==> config.mk <==
export PLATFORM = sky130hd
export DESIGN_NAME = segscan_decoder
export DESIGN_NICKNAME = d
export VERILOG_FILES = /design/src/rtl/segscan_decoder_pkg.sv /design/src/rtl/segscan_decoder_decode.sv /design/src/rtl/segscan_decoder.sv
export SDC_FILE = /design/constraint.sdc
export NUM_CORES = 1
export LEC_CHECK = 0
export CORE_MARGIN = 2
export CORE_UTILIZATION = 62
export CTS_CLUSTER_SIZE = 30
export DETAILED_ROUTE_END_ITERATION = 8
export PLACE_DENSITY = 0.84
export SLEW_MARGIN = 20
export SYNTH_ARGS = -nofsm -noshare
export SYNTH_HDL_FRONTEND = slang
export SYNTH_HIERARCHICAL = 1
export SYNTH_SLANG_ARGS = --single-unit
export TNS_END_PERCENT = 1
==> constraint.sdc <==
create_clock -name myclk -period 4.53 [get_ports myclk]
set_input_delay 1.359 -clock myclk [delete_from_list [all_inputs] [get_ports myclk]]
set_output_delay 1.359 -clock myclk [all_outputs]
set_load 0.02 [all_outputs]
==> src/rtl/segscan_decoder_pkg.sv <==
// Shared definitions for the multiplexed 7-segment scan decoder:
// segment patterns (a..g, active-low), anode slot codes and FSM states.
package segscan_decoder_pkg;

    typedef enum logic [1:0] {
        COLLECT,
        COMPARE,
        CONVERT,
        DONE
    } state_t;

    localparam logic [6:0] SEG_0 = 7'b0000001;
    localparam logic [6:0] SEG_1 = 7'b1001111;
    localparam logic [6:0] SEG_2 = 7'b0010010;
    localparam logic [6:0] SEG_3 = 7'b0000110;
    localparam logic [6:0] SEG_4 = 7'b1001100;
    localparam logic [6:0] SEG_5 = 7'b0100100;
    localparam logic [6:0] SEG_6 = 7'b0100000;
    localparam logic [6:0] SEG_7 = 7'b0001111;
    localparam logic [6:0] SEG_8 = 7'b0000000;
    localparam logic [6:0] SEG_9 = 7'b0000100;
    localparam logic [6:0] SEG_A = 7'b0001000;
    localparam logic [6:0] SEG_B = 7'b1100000;
    localparam logic [6:0] SEG_C = 7'b0110001;
    localparam logic [6:0] SEG_D = 7'b1000010;
    localparam logic [6:0] SEG_E = 7'b0110000;
    localparam logic [6:0] SEG_F = 7'b0111000;

    localparam logic [3:0] AN_UNITS     = 4'b0111;
    localparam logic [3:0] AN_TENS      = 4'b1110;
    localparam logic [3:0] AN_HUNDREDS  = 4'b1101;
    localparam logic [3:0] AN_THOUSANDS = 4'b1011;
    localparam logic [3:0] AN_IDLE      = 4'b1111;

    // Returns {hit, slot index}; slot 0 = units .. slot 3 = thousands.
    function automatic logic [2:0] an_to_slot(input logic [3:0] an_code);
        case (an_code)
            AN_UNITS:     return {1'b1, 2'd0};
            AN_TENS:      return {1'b1, 2'd1};
            AN_HUNDREDS:  return {1'b1, 2'd2};
            AN_THOUSANDS: return {1'b1, 2'd3};
            default:      return 3'b000;
        endcase
    endfunction

endpackage

==> src/rtl/segscan_decoder_decode.sv <==
// Combinational segment-pattern to nibble lookup.
// Patterns A-F are accepted only when SEGSCAN_HEX_EN is defined.
module seg7_pattern_decode
    import segscan_decoder_pkg::*;
(
    input  logic [6:0] pattern,
    output logic [3:0] nibble,
    output logic       ok
);

    always_comb begin
        nibble = 4'h0;
        ok     = 1'b1;
        case (pattern)
            SEG_0: nibble = 4'h0;
            SEG_1: nibble = 4'h1;
            SEG_2: nibble = 4'h2;
            SEG_3: nibble = 4'h3;
            SEG_4: nibble = 4'h4;
            SEG_5: nibble = 4'h5;
            SEG_6: nibble = 4'h6;
            SEG_7: nibble = 4'h7;
            SEG_8: nibble = 4'h8;
            SEG_9: nibble = 4'h9;
`ifdef SEGSCAN_HEX_EN
            SEG_A: nibble = 4'hA;
            SEG_B: nibble = 4'hB;
            SEG_C: nibble = 4'hC;
            SEG_D: nibble = 4'hD;
            SEG_E: nibble = 4'hE;
            SEG_F: nibble = 4'hF;
`endif
            default: ok = 1'b0;
        endcase
    end

endmodule

==> src/rtl/segscan_decoder.sv <==
// Recovers the displayed value from a scanned 4-digit 7-segment bus and publishes
// it once STABLE_FRAMES identical frames are seen. SEGSCAN_HEX_EN enables hex digits.
module segscan_decoder
    import segscan_decoder_pkg::*;
#(
    parameter int STABLE_FRAMES = 2
) (
    input  logic        myclk,
    input  logic        rst_n,
    input  logic [7:0]  seg,
    input  logic [3:0]  an,
    output logic [15:0] digits,
    output logic [15:0] value,
    output logic        valid,
    output logic        err,
    output logic        busy
);

    localparam int CW = (STABLE_FRAMES < 2) ? 1 : $clog2(STABLE_FRAMES + 1);
    localparam logic [CW-1:0] STABLE_MAX = CW'(STABLE_FRAMES);
`ifdef SEGSCAN_HEX_EN
    localparam logic [15:0] BASE = 16'd16;
`else
    localparam logic [15:0] BASE = 16'd10;
`endif

    state_t        state;
    logic [3:0]    an_q;
    logic [15:0]   slots;
    logic [3:0]    seen;
    logic [15:0]   prev_frame;
    logic [15:0]   conv_frame;
    logic [15:0]   acc;
    logic [1:0]    conv_idx;
    logic [CW-1:0] match_cnt;

    logic [3:0]    dec_nibble;
    logic          dec_ok;
    logic [2:0]    slot_info;
    logic          slot_hit;
    logic [1:0]    slot_idx;
    logic [3:0]    seen_next;
    logic [CW-1:0] cnt_next;
    logic [3:0]    conv_nibble;
    logic          seg_dp_unused;

    // The decimal point carries no digit information.
    assign seg_dp_unused = seg[0];

    seg7_pattern_decode u_decode (
        .pattern (seg[7:1]),
        .nibble  (dec_nibble),
        .ok      (dec_ok)
    );

    // The segment bus settles one cycle after the anode select, so the current
    // seg is paired with the registered anode code.
    always_comb begin
        slot_info   = an_to_slot(an_q);
        slot_hit    = slot_info[2];
        slot_idx    = slot_info[1:0];
        seen_next   = seen | (4'b0001 << slot_idx);
        conv_nibble = conv_frame[{conv_idx, 2'b00} +: 4];
    end

    always_comb begin
        if (slots == prev_frame) begin
            if (match_cnt >= STABLE_MAX) begin
                cnt_next = STABLE_MAX;
            end else begin
                cnt_next = match_cnt + 1'b1;
            end
        end else begin
            cnt_next = CW'(1);
        end
    end

    always_ff @(posedge myclk or negedge rst_n) begin
        if (!rst_n) begin
            state      <= COLLECT;
            an_q       <= AN_IDLE;
            slots      <= '0;
            seen       <= '0;
            prev_frame <= '0;
            conv_frame <= '0;
            acc        <= '0;
            conv_idx   <= '0;
            match_cnt  <= '0;
            digits     <= '0;
            value      <= '0;
            valid      <= 1'b0;
            err        <= 1'b0;
            busy       <= 1'b0;
        end else begin
            an_q  <= an;
            valid <= 1'b0;
            case (state)
                COLLECT: begin
                    if (slot_hit) begin
                        if (!dec_ok) begin
                            err   <= 1'b1;
                            slots <= '0;
                            seen  <= '0;
                        end else begin
                            slots[{slot_idx, 2'b00} +: 4] <= dec_nibble;
                            seen <= seen_next;
                            if (&seen_next) begin
                                state <= COMPARE;
                            end
                        end
                    end
                end
                COMPARE: begin
                    match_cnt  <= cnt_next;
                    prev_frame <= slots;
                    seen       <= '0;
                    if ((cnt_next == STABLE_MAX) && (slots != digits)) begin
                        state      <= CONVERT;
                        busy       <= 1'b1;
                        conv_frame <= slots;
                        acc        <= '0;
                        conv_idx   <= 2'd3;
                    end else begin
                        state <= COLLECT;
                    end
                end
                CONVERT: begin
                    // Thousands first: acc = acc*base + digit over four cycles.
                    acc      <= acc * BASE + {12'd0, conv_nibble};
                    conv_idx <= conv_idx - 2'd1;
                    if (conv_idx == 2'd0) begin
                        state <= DONE;
                        busy  <= 1'b0;
                    end
                end
                DONE: begin
                    digits <= conv_frame;
                    value  <= acc;
                    valid  <= 1'b1;
                    err    <= 1'b0;
                    state  <= COLLECT;
                end
                default: begin
                    state <= COLLECT;
                end
            endcase
        end
    end

endmodule

### Yosys cells after proc, flatten, opt, wreduce, memory -nomap -nowiden

Index checks and enable logic that the tools add are counted.

| word-level totals | value |
|---|---|
| RAM bits | 0 |
| output and inout port bits | 35 |
| logic and storage cells | 93 |
| memories kept | 0 |
| input port bits | 14 |
| bits in read-only memories | 0 |
| latch bits | 0 |
| bits in registers | 113 |

| operators by class | value |
|---|---|
| shift operators | 4 |
| reductions and logical operators | 16 |
| add/sub/neg operators | 4 |
| order comparisons | 1 |
| eq/ne operators | 25 |
| mux-type cells | 27 |
| bitwise operators | 1 |
| divide/modulo/power cells | 0 |
| $mul | 1 |

Operators by type and width:

| operator | number |
|---|---|
| case mux 4 bit (9 select lines) | 1 |
| two-way mux 16 bit | 2 |
| case mux 16 bit (2 select lines) | 1 |
| adder 16 x 4 -> 16 bit | 1 |
| bitwise mux 16 bit | 1 |
| equality test 16 bit | 1 |
| multiplier 16 x 3 -> 15 bit (second input constant) | 1 |
| two-way mux 2 bit | 8 |
| != test 16 bit | 1 |
| variable shift 4 x 6 -> 16 bit (first input constant) | 1 |
| indexed part select 16 x 5 -> 4 bit | 1 |
| indexed part select 4 x 6 -> 16 bit | 1 |
| equality test 7 x 3 -> 1 bit (second input constant) | 2 |
| equality test 7 x 6 -> 1 bit (second input constant) | 2 |
| equality test 7 bit (second input constant) | 2 |
| equality test 4 bit (second input constant) | 3 |
| != test 2 bit (second input constant) | 6 |
| case mux 3 bit (4 select lines) | 1 |
| OR reduction 10 bit | 1 |
| two-way mux 4 bit | 2 |
| case mux 2 bit (4 select lines) | 1 |
| case mux 4 bit (2 select lines) | 1 |
| AND reduction 2 bit | 4 |
| AND reduction 4 bit | 2 |
| other kinds (20) | 32 |

### Longest topological paths before layout

Gate-level depths: netlist (run 1).

| logic depth | value |
|---|---|
| depth in word-level cells | 9 |
| gate-level depth with buffers | 11 |
| mapped depth without buffers | 10 |

### Cells and area by module

Netlist (run 1), hierarchy kept.

By module, submodules not included:

| module | cells each | instances | sequential area each (um2) | area an instance (um2) |
|---|---|---|---|---|
| segscan_decoder | 503 | 1 | 2832.7 | 5965.7 |
| seg7_pattern_decode | 24 | 1 | 0.0 | 182.7 |

### Worst setup path before layout (run 1)

No wires, ideal clock.

| timing | value |
|---|---|
| path type | flip-flop to flip-flop |
| start | register acc[1] |
| end | register acc[15] |
| path buffers | 0 |
| setup time | 121 ps |
| clock period less this slack | 3093 ps |
| cell stages (with the launch flop) | 11 |
| path slack | 1437 ps |
| required time | 4409 ps |
| arrival time | 2972 ps |
| path through | dfrtp_1 -> ha_1 -> ha_1 -> fa_1 -> a211oi_2 -> nor2_1 -> nor4_1 -> nand4_1 -> a2111oi_1 -> xnor2_1 -> a22o_1 |

| on the way | value |
|---|---|
| longest elaborated chain between the ends | 3 |

Ends and longest elaborated chain:

| element | line | source |
|---|---|---|
| start, declared | segscan_decoder.sv:33 | `logic [15:0] acc;` |
| start signal, assigned | segscan_decoder.sv:129 | `acc <= acc * BASE + {12'd0, conv_nibble};` |
| multiplier 16 x 3 -> 15 bit | segscan_decoder.sv:129 |  |
| adder 16 x 4 -> 16 bit | segscan_decoder.sv:129 |  |
| case mux 16 bit (2 select lines) | segscan_decoder.sv:97 | `case (state)` |

No other way between the ends.
A chain may end at the register's enable or synchronous reset.

### Worst setup path in the final report (run 1)

Same ends and word-level chain as after synthesis.

==> results of run 1 <==
[final timing paths]
kind | startpoint | endpoint | slack (ps) | cells after the start
min reg2reg | seen[2] | seen[2] | 490 | 2
max reg2reg | acc[1] | acc[15] | 840 | 10
max | acc[1] | acc[15] | 840 | 10
max in group asynchronous | rst_n | conv_frame[3] | 3150 | 2
min | seen[2] | seen[2] | 490 | 2
min in group asynchronous | rst_n | value[12] | 630 | 1
[metrics by stage]
step	total power, uW	area (um2)	hold WS [ps]	cells	setup WS [ps]
global route	2565	7393	519.0	731	631.0
detailed placement	1124	6774	473.0	699	791.4
CTS	2506	7393	485.2	731	861.6
finish	2501	7393	486.1	731	840.4
global placement	1119	6774	465.9	699	843.8
floorplan	1077	6148	447.5	527	1437
[state kept, by name (all words and copies together) (netlist names), named ones only]
signal and count:
state 1, prev_frame 16, an_q 4, digits 16
valid 1, match_cnt 2, value 16, slots 16
conv_idx 2, seen 4, acc 16, conv_frame 16
busy 1, err 1
[cell families after synthesis]
| kind of cell | count (synthesis) | synth area share (%) |
|---|---|---|
| buffers and inverters | 38 | 2.544 |
| DFF | 113 | 46.07 |
| AOI/OAI and AO/OA | 109 | 13.21 |
| xor gates and xnor gates | 54 | 7.692 |
| and+or+nand+nor | 107 | 9.402 |
| adders and majority gates | 36 | 7.570 |
| muxes | 70 | 13.51 |
[final cells by class]
type / instances / area [um2]
multi-input combinational: 376 / 3159
sequential: 113 / 2833
fill: 576 / 2291
timing repair buffer: 53 / 525.5
clock buffer: 22 / 462.9
tap: 133 / 166.4
clock inverter: 10 / 156.4
inverter: 24 / 90.09
[cell usage after synthesis, drive strengths merged, types with 2 or more instances]
cell	n	share of area (%)
nand2	28	1.7
a31oi	4	0.41
o211ai	5	0.77
nor2	19	1.2
clkbuf	8	0.49
or4	3	0.43
o21a	3	0.37
nand3	6	0.49
inv	24	1.5
nand2b	2	0.20
o211a	3	0.49
nor3b	4	0.49
o21ai	17	1.4
dfstp	4	1.7
nand4	8	0.81
nor4	6	0.61
nor3	10	0.90
and2	3	0.31
a211oi	5	0.77
xnor2	27	3.8
xor2	27	3.8
a21o	10	1.2
dfrtp	109	44
a21oi	12	0.98
a22o	25	3.6
a2111oi	2	0.41
mux2	64	12
nor2b	7	0.75
or3	4	0.49
buf	6	0.59
o22ai	10	1.0
mux2i	2	0.33
and4b	2	0.35
ha	34	6.9
fa	2	0.65
mux4	4	1.5
[per-layer routing]
layer | GRT usage (%) | vias up | wire length (um)
met4 | 9.942 | 0 | 337
li1 | - | 2067 | -
met3 | 5.790 | 34 | 681
met5 | 0 | - | 0
met1 | 35.28 | 2294 | 5972
met2 | 47.45 | 156 | 7176
[critical path: stages (launching register included)]
cell and delay [ps]:
sky130_fd_sc_hd__dfrtp_1 460, sky130_fd_sc_hd__ha_1 330, sky130_fd_sc_hd__ha_1 250, sky130_fd_sc_hd__fa_1 450, sky130_fd_sc_hd__a211oi_2 390, sky130_fd_sc_hd__nor2_1 150
sky130_fd_sc_hd__nor4_1 530, sky130_fd_sc_hd__nand4_1 240, sky130_fd_sc_hd__a2111oi_1 440, sky130_fd_sc_hd__xnor2_1 160, sky130_fd_sc_hd__a22o_1 190
[where the power goes]
part / leakage [uW] / total, uW / switching [uW] / internal, uW
registers: 0.00155 / 1020 / 5.23 / 1020
logic: 0.00180 / 83.8 / 54.0 / 29.7
clock network: 0.000305 / 1390 / 461 / 934
total: 0.00365 / 2500 / 520 / 1980
[cells in the final DEF (no fill, tap or decap), types with 6 or more instances in the layout]
cell type	count
sky130_fd_sc_hd__a21o_1	10
sky130_fd_sc_hd__a21oi_1	12
sky130_fd_sc_hd__a22o_1	25
sky130_fd_sc_hd__buf_4	6
sky130_fd_sc_hd__clkbuf_16	16
sky130_fd_sc_hd__clkdlybuf4s50_1	46
sky130_fd_sc_hd__dfrtp_1	109
sky130_fd_sc_hd__ha_1	34
sky130_fd_sc_hd__inv_1	24
sky130_fd_sc_hd__mux2_2	64
sky130_fd_sc_hd__nand2_1	28
sky130_fd_sc_hd__nand3_1	6
sky130_fd_sc_hd__nand4_1	8
sky130_fd_sc_hd__nor2_1	18
sky130_fd_sc_hd__nor2b_1	6
sky130_fd_sc_hd__nor3_1	9
sky130_fd_sc_hd__nor4_1	6
sky130_fd_sc_hd__o21ai_0	13
sky130_fd_sc_hd__o22ai_1	10
sky130_fd_sc_hd__xnor2_1	27
sky130_fd_sc_hd__xor2_1	27
==> flow_results.org, run 1 <==
** Run status
- The flow ran to the end, and the final reports show no timing, DRC or antenna violations.

** Placed design
- I/O Buffers :: 47
- Final HPWL DP :: 9319 um
- The congestion estimate from routability-driven global placement came to 0.8425.

** Global route
- Antenna violations before repair :: 0
- After global routing the overflow that remains totals 0.
- First-pass GRT wire length :: 23580 um
- Total global routing track utilization :: 27.79%
- Maximum number of pins on one net before global-route repair :: 110
- Number of global-route vias before repair :: 4661

** Final layout
- Layout cells sized above 1 :: 20.07%
- Fin util :: 76.34%
- 0 antenna diodes ended up in the layout.
- Final-stage net count :: 635
- Layout Area Growth over Synthesis :: 20.25%

** Timing
- Post-Route Skew :: 8.746 ps
- For the final routed database, the setup TNS stands at 0 ps.
- Number of setup violations in the final report :: 0
- The total count of max-transition violations in the final report was 0.
- Setup repair after global routing left no endpoint under its margin.
- The clock period could shrink to 3690 ps.
- Derived from the worst setup path, the maximum achievable clock frequency is 271.0 MHz.
- Final period util :: 81.45%
- The final number of hold-violating endpoints was 0.
- At the pin with the least slew margin, the transition time is 1097 ps.
- Worst slew margin relative to its limit :: 26.57%

** Power
- Power spread over the standard cell area amounts to 338.3 nW/um2.
- In this run the static leakage power is 0.003654 uW.
- Across the VDD grid, the largest voltage drop is 0.2184 mV.

** Job
- Across the run, the number of max-cap violations was 0.

** CTS
- The cell sitting at the root of the clock tree is a sky130_fd_sc_hd__clkbuf_8.
- Gates resized during post-CTS repair numbered 0.
- Post-CTS Hold Fix Bufs :: 0
- The clock reaches the later pin of the worst-skew pair after 520 ps.
- Level count of the clock H-tree :: 4
- Counting along the longest clock path gives a buffer depth of 2.
- TritonCTS built the clock tree.
- Post-CTS Setup Inserts :: 0
- Counting every sink on the clock net gives 113.
- Clk pin slew, worst setup/hold paths :: 50 ps
- Clock buffer count from CTS :: 17

** Die
- Total die area :: 10730 um2
- The initial utilization of the core area, before any placement, comes to 63.49%.
- Overall die height :: 103.6 um
- The floorplan step defined a core boundary enclosing 9684 um2.
- Site Rows :: 36
- In this run the count of I/O pins placed on the die edge is 49.
- The floorplan step set the die width to 103.6 um.

** Route
- Post-DR vias/cell :: 6.226
- The routed design has 14170 um of wire.
- Dividing the detail-routed wire length by the instance count gives 19.38 um.
- The first TritonRoute pass finished after 4 iterations.
- Count of unresolved DRC violations after routing :: 0
- Detailed routing inserted a total of 4551 vias.
- Remaining antenna violation count after routing :: 0
- First DRT Iteration DRCs :: 255

** Worst hold path
- Hold WC Path Type :: flip-flop to flip-flop

** Synth
- Post-synth net total :: 577
- Share of async-settable or async-resettable flops after synthesis :: 100.0%
- Synthesis inferred 113 register bits.
- Portion of the post-synthesis area used by sequential elements :: 46.07%
- Among all flip-flop cells after synthesis, the most frequent one is sky130_fd_sc_hd__dfrtp_1.
- Synth Area per Inst :: 11.67 um2
- Synth warn :: 6
- The cell count after synthesis came out at 527.
- Cell variety after synth :: 67
- Count of flip-flops with a built-in enable after synthesis :: 0
- Syn Std Cell Area :: 6148 um2

** Worst setup path
- Along the worst path, the maximum fanout reaches 5.
- CP Data Arrival Time :: 4100 ps
- The worst setup path is captured at a flip-flop.
- At the worst endpoint, the required time is 4940 ps.
- Type of the setup path with the least slack :: flip-flop to flip-flop
- The worst setup path is launched from a flip-flop.
(Power assumes the default switching activity.)
==> run 2, diff against run 1 <==
CORE_UTILIZATION = 53   (was 62)
PLACE_DENSITY = 0.77   (was 0.84)
clock period = 3.35 ns   (was 4.53 ns; I/O delays follow)
==> run 2 against run 1 <==
  * Sequential power up 35%
  * Critical path type unchanged
  * Cell count up 3.0%
  * Final area up 2.0%
  * Hold slack worse by 5.0 ps
  * Clock power up 44%
  * Largest power group unchanged
  * Non-clock buffer count up 12
  * Global-route usage down 4.8 points
  * Combinational power up 35%
  * Critical path depth up 1
  * Register-to-register slack worse by 670 ps
==> flow_results.org, run 2 (synthesis results as in run 1) <==
** Run status
- The run finished with clean final reports.

** CTS
- The clock insertion delay at the later pin of the skew report came to 410 ps (-110 ps).
- The number of levels the H-tree was split into was 4 (unchanged).
- CTS sink count :: 113 (unchanged)
- The clock input transition at the sequential cells of the worst setup and hold paths is 60 ps (about the same).
- Post-CTS Setup Inserts :: 0 (unchanged)
- TritonCTS built the clock tree.
- Clock buffer count from CTS :: 17 (unchanged)
- Post-CTS Hold Fix Bufs :: 0 (unchanged)
- Root buffer cell :: sky130_fd_sc_hd__clkbuf_16
- Count of cells resized by post-cts repair :: 0 (unchanged)
- The deepest clock path buffer count is 2 (unchanged).

** Global route
- The total grt overflow came to 0 (unchanged).
- The global-route total usage across every layer is 23.02% (-4.8 points).
- The number of global-route vias before repair is 4535 (-2.7%).
- Antenna violations before repair :: 0 (unchanged)
- The pin count of the biggest net entering global routing came to 49 (-55%).
- The wire length of the first global-routing pass was 22560 um (-4.3%).

** Placed design
- The number of buffers inserted by port buffering was 47 (unchanged).
- Standard cell area after detailed placement :: 6864 um2 (+1.3%)
- The half-perimeter wire length after detailed placement is 9800 um (+5.2%).
- The routability congestion estimate is 0.8588 (+1.9%).

** Die
- Initial standard-cell utilization of the core :: 54.08% (-9.4 points)
- Overall die height :: 111.7 um (+7.8%)
- Total die area :: 12480 um2 (+16%)
- The count of boundary I/O pins was 49 (unchanged).
- Core outline area :: 11370 um2 (+17%)
- The die width came to 111.7 um (+7.8%).
- Site Rows :: 39 (+8.3%)

** Final layout
- The fill cell instance count of the final layout was 814 (+41%).
- Final antenna diode count :: 0 (unchanged)
- Final-stage net count :: 647 (+1.9%)
- The final non-filler cell area is 7540 um2 (+2.0%).
- Fin util :: 66.31% (-10 points)
- Most common library cell in the layout ignoring fill and taps :: sky130_fd_sc_hd__dfrtp_1
- The share of layout cells above drive strength 1 is 22.30% (+2.2 points).
- From synthesis to final layout, the design area changed by 22.63%.
- Most used cells in the layout excluding fill and tap cells :: 109 x sky130_fd_sc_hd__dfrtp_1, 64 x sky130_fd_sc_hd__mux2_2, 46 x sky130_fd_sc_hd__clkdlybuf4s50_1, 34 x sky130_fd_sc_hd__ha_1, 28 x sky130_fd_sc_hd__nand2_1

** Worst setup path
- The critical path arrival is 3480 ps (-620 ps).
- The slowest stage of the critical path is the sky130_fd_sc_hd__fa_1 cell.
- By startpoint and endpoint, the worst setup path is classified as flip-flop to flip-flop.
- The worst setup path is launched from a flip-flop.
- Type of destination of the critical path :: flip-flop
- Worst path top cell family by delay :: compound AO/OA/AOI/OAI gates
- Cell-by-cell listing of the critical path :: ha_1 > ha_1 > fa_1 > a211oi_2 > nor2_1 > buf_4 > o221ai_1 > nand3_1 > a2111oi_2 > xnor2_1 > a22o_1
- Counting stages on the worst path, the most repeated cell is sky130_fd_sc_hd__ha_1.
- Worst path bufs/invs :: 1 (+1)
- The top fanout value on the critical path came to 3 (-2).
- CP required :: 3650 ps (-1290 ps)
- Stage delay of the slowest cell on the critical path :: 450 ps (-80 ps)

** Route
- Sum of routed wire length over all layers :: 13860 um (-2.1%)
- The number of design-rule violations left by the first detailed-router iteration was 294 (+15%).
- WL/cell :: 18.41 um (-5.0%)
- Post-DR vias/cell :: 6.008 (-3.5%)
- The count of antenna-violating nets left after detailed routing was 0 (unchanged).
- The vias after detailed routing came to 4524 (-0.59%).
- The number of remaining DRC errors is 0 (unchanged).
- DRT Pass-1 Iters :: 5 (+1)

** Timing
- Setup tns final :: 0 ps (unchanged)
- Number of hold violations in the final report :: 0 (unchanged)
- The number of setup violations in the final report is 0 (unchanged).
- The minimum clock period after layout came to 3175 ps (-514.9 ps).
- The highest achievable clock rate is 315.0 MHz (+16%).
- Post-Route Skew :: 9.246 ps (+0.5000 ps)
- Worst slew margin relative to its limit :: 51.68% (+25 points)
- Setup repair after global routing left no endpoint under its margin.
- The hold slack came to 481.1 ps (-4.954 ps).
- Count of final max-slew check failures :: 0 (unchanged)
- Final period util :: 94.77% (+13 points)
- Worst-margin pin slew :: 724.0 ps (-373.3 ps)

** Power
- The leakage component of the power is 0.003725 uW (+1.9%).
- Total power after layout :: 3499 uW (+40%)
- Worst vdd rail ir drop :: 0.3182 mV (+46%)
- Power density relative to cell area :: 464.1 nW/um2 (+37%)

** Job
- Max Cap Violations :: 0 (unchanged)

** Worst hold path
- Hold WC Path Type :: flip-flop to flip-flop
[run 2: cell types whose count changed in the layout (fill, tap and decap cells not counted), sizes merged]
cell	before	now
inv	24	25
bufinv	4	5
buf	7	19
clkbuf	22	20
clkinv	5	4
clkinvlp	1	2
[run 2: worst min-delay path: stages (launching register included)]
cell and delay [ps]:
sky130_fd_sc_hd__dfrtp_1 340, sky130_fd_sc_hd__nand2_1 40, sky130_fd_sc_hd__o21ai_0 60
[run 2: per-stage QoR]
stage               setup slack (ps)  std cells
floorplan                      257.5        527
global placement               185.4        721
detailed placement             149.4        721
CTS                            123.6        753
global route                   15.33        753
finish                         175.3        753
[run 2: layer usage]
metal,vias up,share of wire [%],global-route usage (%),routed length [um]
li1,2091,-,-,-
met1,2281,44,30.49,6109
met2,131,50,37.78,6875
met3,21,4.9,4.355,678
met4,0,1.4,8.971,200
met5,-,0,0,0
[run 2: report_power, final]
| part | switching, uW | internal, uW | total, uW |
|---|---|---|---|
| logic | 72.5 | 40.7 | 113 |
| clock network | 641 | 1360 | 2000 |
| registers | 6.98 | 1380 | 1380 |
[run 2: layout make-up]
class                      instances  area [um2]  area share [%]
inverter                          24       90.09           1.195
clock inverter                    12       205.2           2.722
sequential                       113        2833           37.57
multi-input combinational        376        3173           42.08
tap                              143       178.9           2.373
timing repair buffer              65       603.1           7.999
clock buffer                      20       456.7           6.057
[run 2: final timing paths]
path,startpoint,endpoint,slack [ps],depth (start not counted)
worst max-delay path,acc[1],acc[15],180,11
worst min-delay path,seen[0],seen[0],480,2
worst max register to register,acc[1],acc[15],180,11
worst min register to register,seen[0],seen[0],480,2
max in group asynchronous,rst_n,an_q[2],1910,2
min in group asynchronous,rst_n,value[11],610,1
==> run 3, diff against run 2 <==
==> constraint.sdc (replaced) <==
create_clock -name myclk -period 3.35 [get_ports myclk]
set_input_delay 0.67 -clock myclk [delete_from_list [all_inputs] [get_ports myclk]]
set_output_delay 0.67 -clock myclk [all_outputs]
set_load 0.02 [all_outputs]
==> run 3 against run 2 <==
  * Clock power barely moved
  * Highest routed layer unchanged
  * Utilization down 0.45 points
  * Maximum frequency down 2.0%
  * Critical endpoint unchanged
  * First-iteration DRC count fell by 16%
==> flow_results.org, run 3 (synthesis results as in run 1) <==
** CTS
- The clock input transition at the sequential cells of the worst setup and hold paths came to 60 ps (about the same).
- The count of buffers added by post-CTS timing repair for setup is 0 (unchanged).
- The clock insertion delay at the later pin of the skew report is 410 ps (about the same).
- Maximum buffer depth of the clock tree :: 2 (unchanged)
- TritonCTS clock tree :: done
- Clock buffer count from CTS :: 17 (unchanged)
- Root buffer cell :: sky130_fd_sc_hd__clkbuf_16
- CTS sink count :: 113 (unchanged)
- Level count of the clock H-tree :: 4 (unchanged)

** Global route
- The total grt overflow came to 0 (unchanged).
- The number of antenna violations at the first check in global routing was 0 (unchanged).
- The number of global-route vias before repair is 4779 (+5.4%).
- First-pass GRT wire length :: 24050 um (+6.6%)
- Maximum number of pins on one net before global-route repair :: 63 (+29%)
- Total global routing track utilization :: 24.36% (+1.3 points)

** Die
- Top-level I/O count :: 49 (unchanged)
- Total die area :: 12480 um2 (unchanged)
- The die width came to 111.7 um (unchanged).
- The effective utilization at floorplan came to 54.08% (unchanged).
- Core outline area :: 11370 um2 (unchanged)
- Site Rows :: 39 (unchanged)
- The die extent in y is 111.7 um (unchanged).

** Power
- The leakage component of the power came to 0.003691 uW (-0.91%).
- Worst vdd rail ir drop :: 0.3164 mV (-0.56%)
- The ratio of total power to cell area was 464.8 nW/um2 (+0.14%).
- The sum of internal, switching and leakage power is 3480 uW (-0.55%).

** Route
- Remaining antenna violation count after routing :: 0 (unchanged)
- First DRT Iteration DRCs :: 247 (-16%)
- Overall via count from detail_route :: 4499 (-0.55%)
- The number of optimization iterations in the first detailed-route pass is 5 (unchanged).
- The routed wirelength normalized by instance count came to 19.30 um (+4.8%).
- The number of remaining DRC errors was 0 (unchanged).
- Sum of routed wire length over all layers :: 14420 um (+4.0%)
- Post-DR vias/cell :: 6.023 (+0.25%)

** Timing
- Fmax :: 308.7 MHz (-2.0%)
- The relative slew slack came to 46.83% (-4.8 points).
- Setup tns final :: 0 ps (unchanged)
- The minimum clock period after layout was 3240 ps (+65.18 ps).
- Worst-margin pin slew :: 797.5 ps (+73.45 ps)
- Post-Route Skew :: 6.451 ps (-2.796 ps)
- Final period util :: 96.71% (+1.9 points)
- The total count of max-transition violations in the final report is 0 (unchanged).
- The number of setup violations in the final report is 0 (unchanged).
- The final number of hold-violating endpoints came to 0 (unchanged).

** Job
- The number of max-cap violations came to 0 (unchanged).

** Final layout
- Most used cells in the layout excluding fill and tap cells :: 109 x sky130_fd_sc_hd__dfrtp_1, 64 x sky130_fd_sc_hd__mux2_2, 46 x sky130_fd_sc_hd__clkdlybuf4s50_1, 34 x sky130_fd_sc_hd__ha_1, 28 x sky130_fd_sc_hd__nand2_1
- Final antenna diode count :: 0 (unchanged)
- The share of layout cells above drive strength 1 was 21.69% (-0.61 points).
- Layout Area Growth over Synthesis :: 21.79%
- Final-stage net count :: 642 (-0.77%)
- Most common library cell in the layout ignoring fill and taps :: sky130_fd_sc_hd__dfrtp_1
- The number of standard cells in the layout, taps in and fillers out is 747 (-0.80%).

** Placed design
- Routability congestion estimate :: 0.9232 (+7.5%)
- The number of buffers inserted by port buffering came to 47 (unchanged).
- The total placed cells including tap cells came to 716 (-0.69%).
- Final HPWL DP :: 9862 um (+0.63%)

** Worst setup path
- The critical path arrival came to 3540 ps (+60 ps).
- CP required :: 3650 ps (about the same)
- The top fanout value on the critical path is 4 (+1).
- The worst setup path is captured at a flip-flop.
- The worst setup path is of the flip-flop to flip-flop kind.
- The worst reg2reg path depth was 11 (unchanged).
- CP startpoint kind :: flip-flop

** Worst hold path
- The worst hold path belongs to the class primary input to asynchronous set/reset pin.

** Run status
- Outcome :: finished, final reports clean
-- run 3: changes by cell type in the layout (fill, tap and decap cells not counted), sizes merged --
cell,change
clkinv,-1
buf,-5
inv,+1
clkinvlp,+1
clkbuf,-2
-- run 3: through the flow --
stage	util [%]	hold slack, ps	cell area (um2)	setup slack (ps)
global placement	60.04	465.1	6827	154.9
floorplan	-	374.4	6148	257.5
global route	65.86	411.1	7488	-7.663
finish	65.86	348.2	7488	110.1
detailed placement	60.04	476.6	6827	141.6
CTS	65.74	373.7	7475	23.80
-- run 3: critical path, cell delays in order (launching register included) --
cell and delay (ps):
sky130_fd_sc_hd__dfrtp_1 420, sky130_fd_sc_hd__ha_1 300, sky130_fd_sc_hd__ha_1 250, sky130_fd_sc_hd__fa_1 470, sky130_fd_sc_hd__a211oi_2 280, sky130_fd_sc_hd__nor2_1 100, sky130_fd_sc_hd__buf_4 160, sky130_fd_sc_hd__o221ai_1 200
sky130_fd_sc_hd__nand3_1 160, sky130_fd_sc_hd__a2111oi_2 490, sky130_fd_sc_hd__xnor2_1 120, sky130_fd_sc_hd__a22o_1 180
-- run 3: cell type report --
| class | count | area (um2) |
|---|---|---|
| fillers | 820 | 3881 |
| multi-input cells | 376 | 3173 |
| flip-flops and latches | 113 | 2833 |
| repair buffers | 60 | 565.5 |
| clock buffers | 18 | 439.2 |
| clock inverters | 13 | 209.0 |
| well taps | 143 | 178.9 |
| inverters | 24 | 90.09 |
-- run 3: layer usage --
| metal | global-route usage (%) | wire [um] |
|---|---|---|
| met4 | 9.794 | 348 |
| met1 | 30.87 | 6145 |
| met3 | 5.280 | 751 |
| met5 | 0 | 0 |
| met2 | 40.89 | 7173 |
-- run 3: timing repair --
| item | 4_1_cts | 5_1_grt |
|---|---|---|
| hold endpoints to repair | 0 | 0 |
| hold buffers | 0 | 0 |
| gates resized for setup | 0 | 2 |
| setup endpoints to repair | 0 | 1 |
-- run 3: final timing paths --
check	from	to	slack, ps
hold reg to reg	seen[2]	seen[2]	480
max in group asynchronous	rst_n	conv_frame[4]	2150
setup / recovery	acc[3]	acc[15]	110
min in group myclk	seen[2]	seen[2]	480
hold / removal	rst_n	acc[15]	350
setup reg to reg	acc[3]	acc[15]	110
-- run 3: power breakdown --
part / internal (uW) / switching (uW) / total (uW)
clock network: 1340 / 649 / 1990
registers: 1380 / 7.28 / 1380
logic: 39.3 / 71.7 / 111
total: 2750 / 728 / 3480
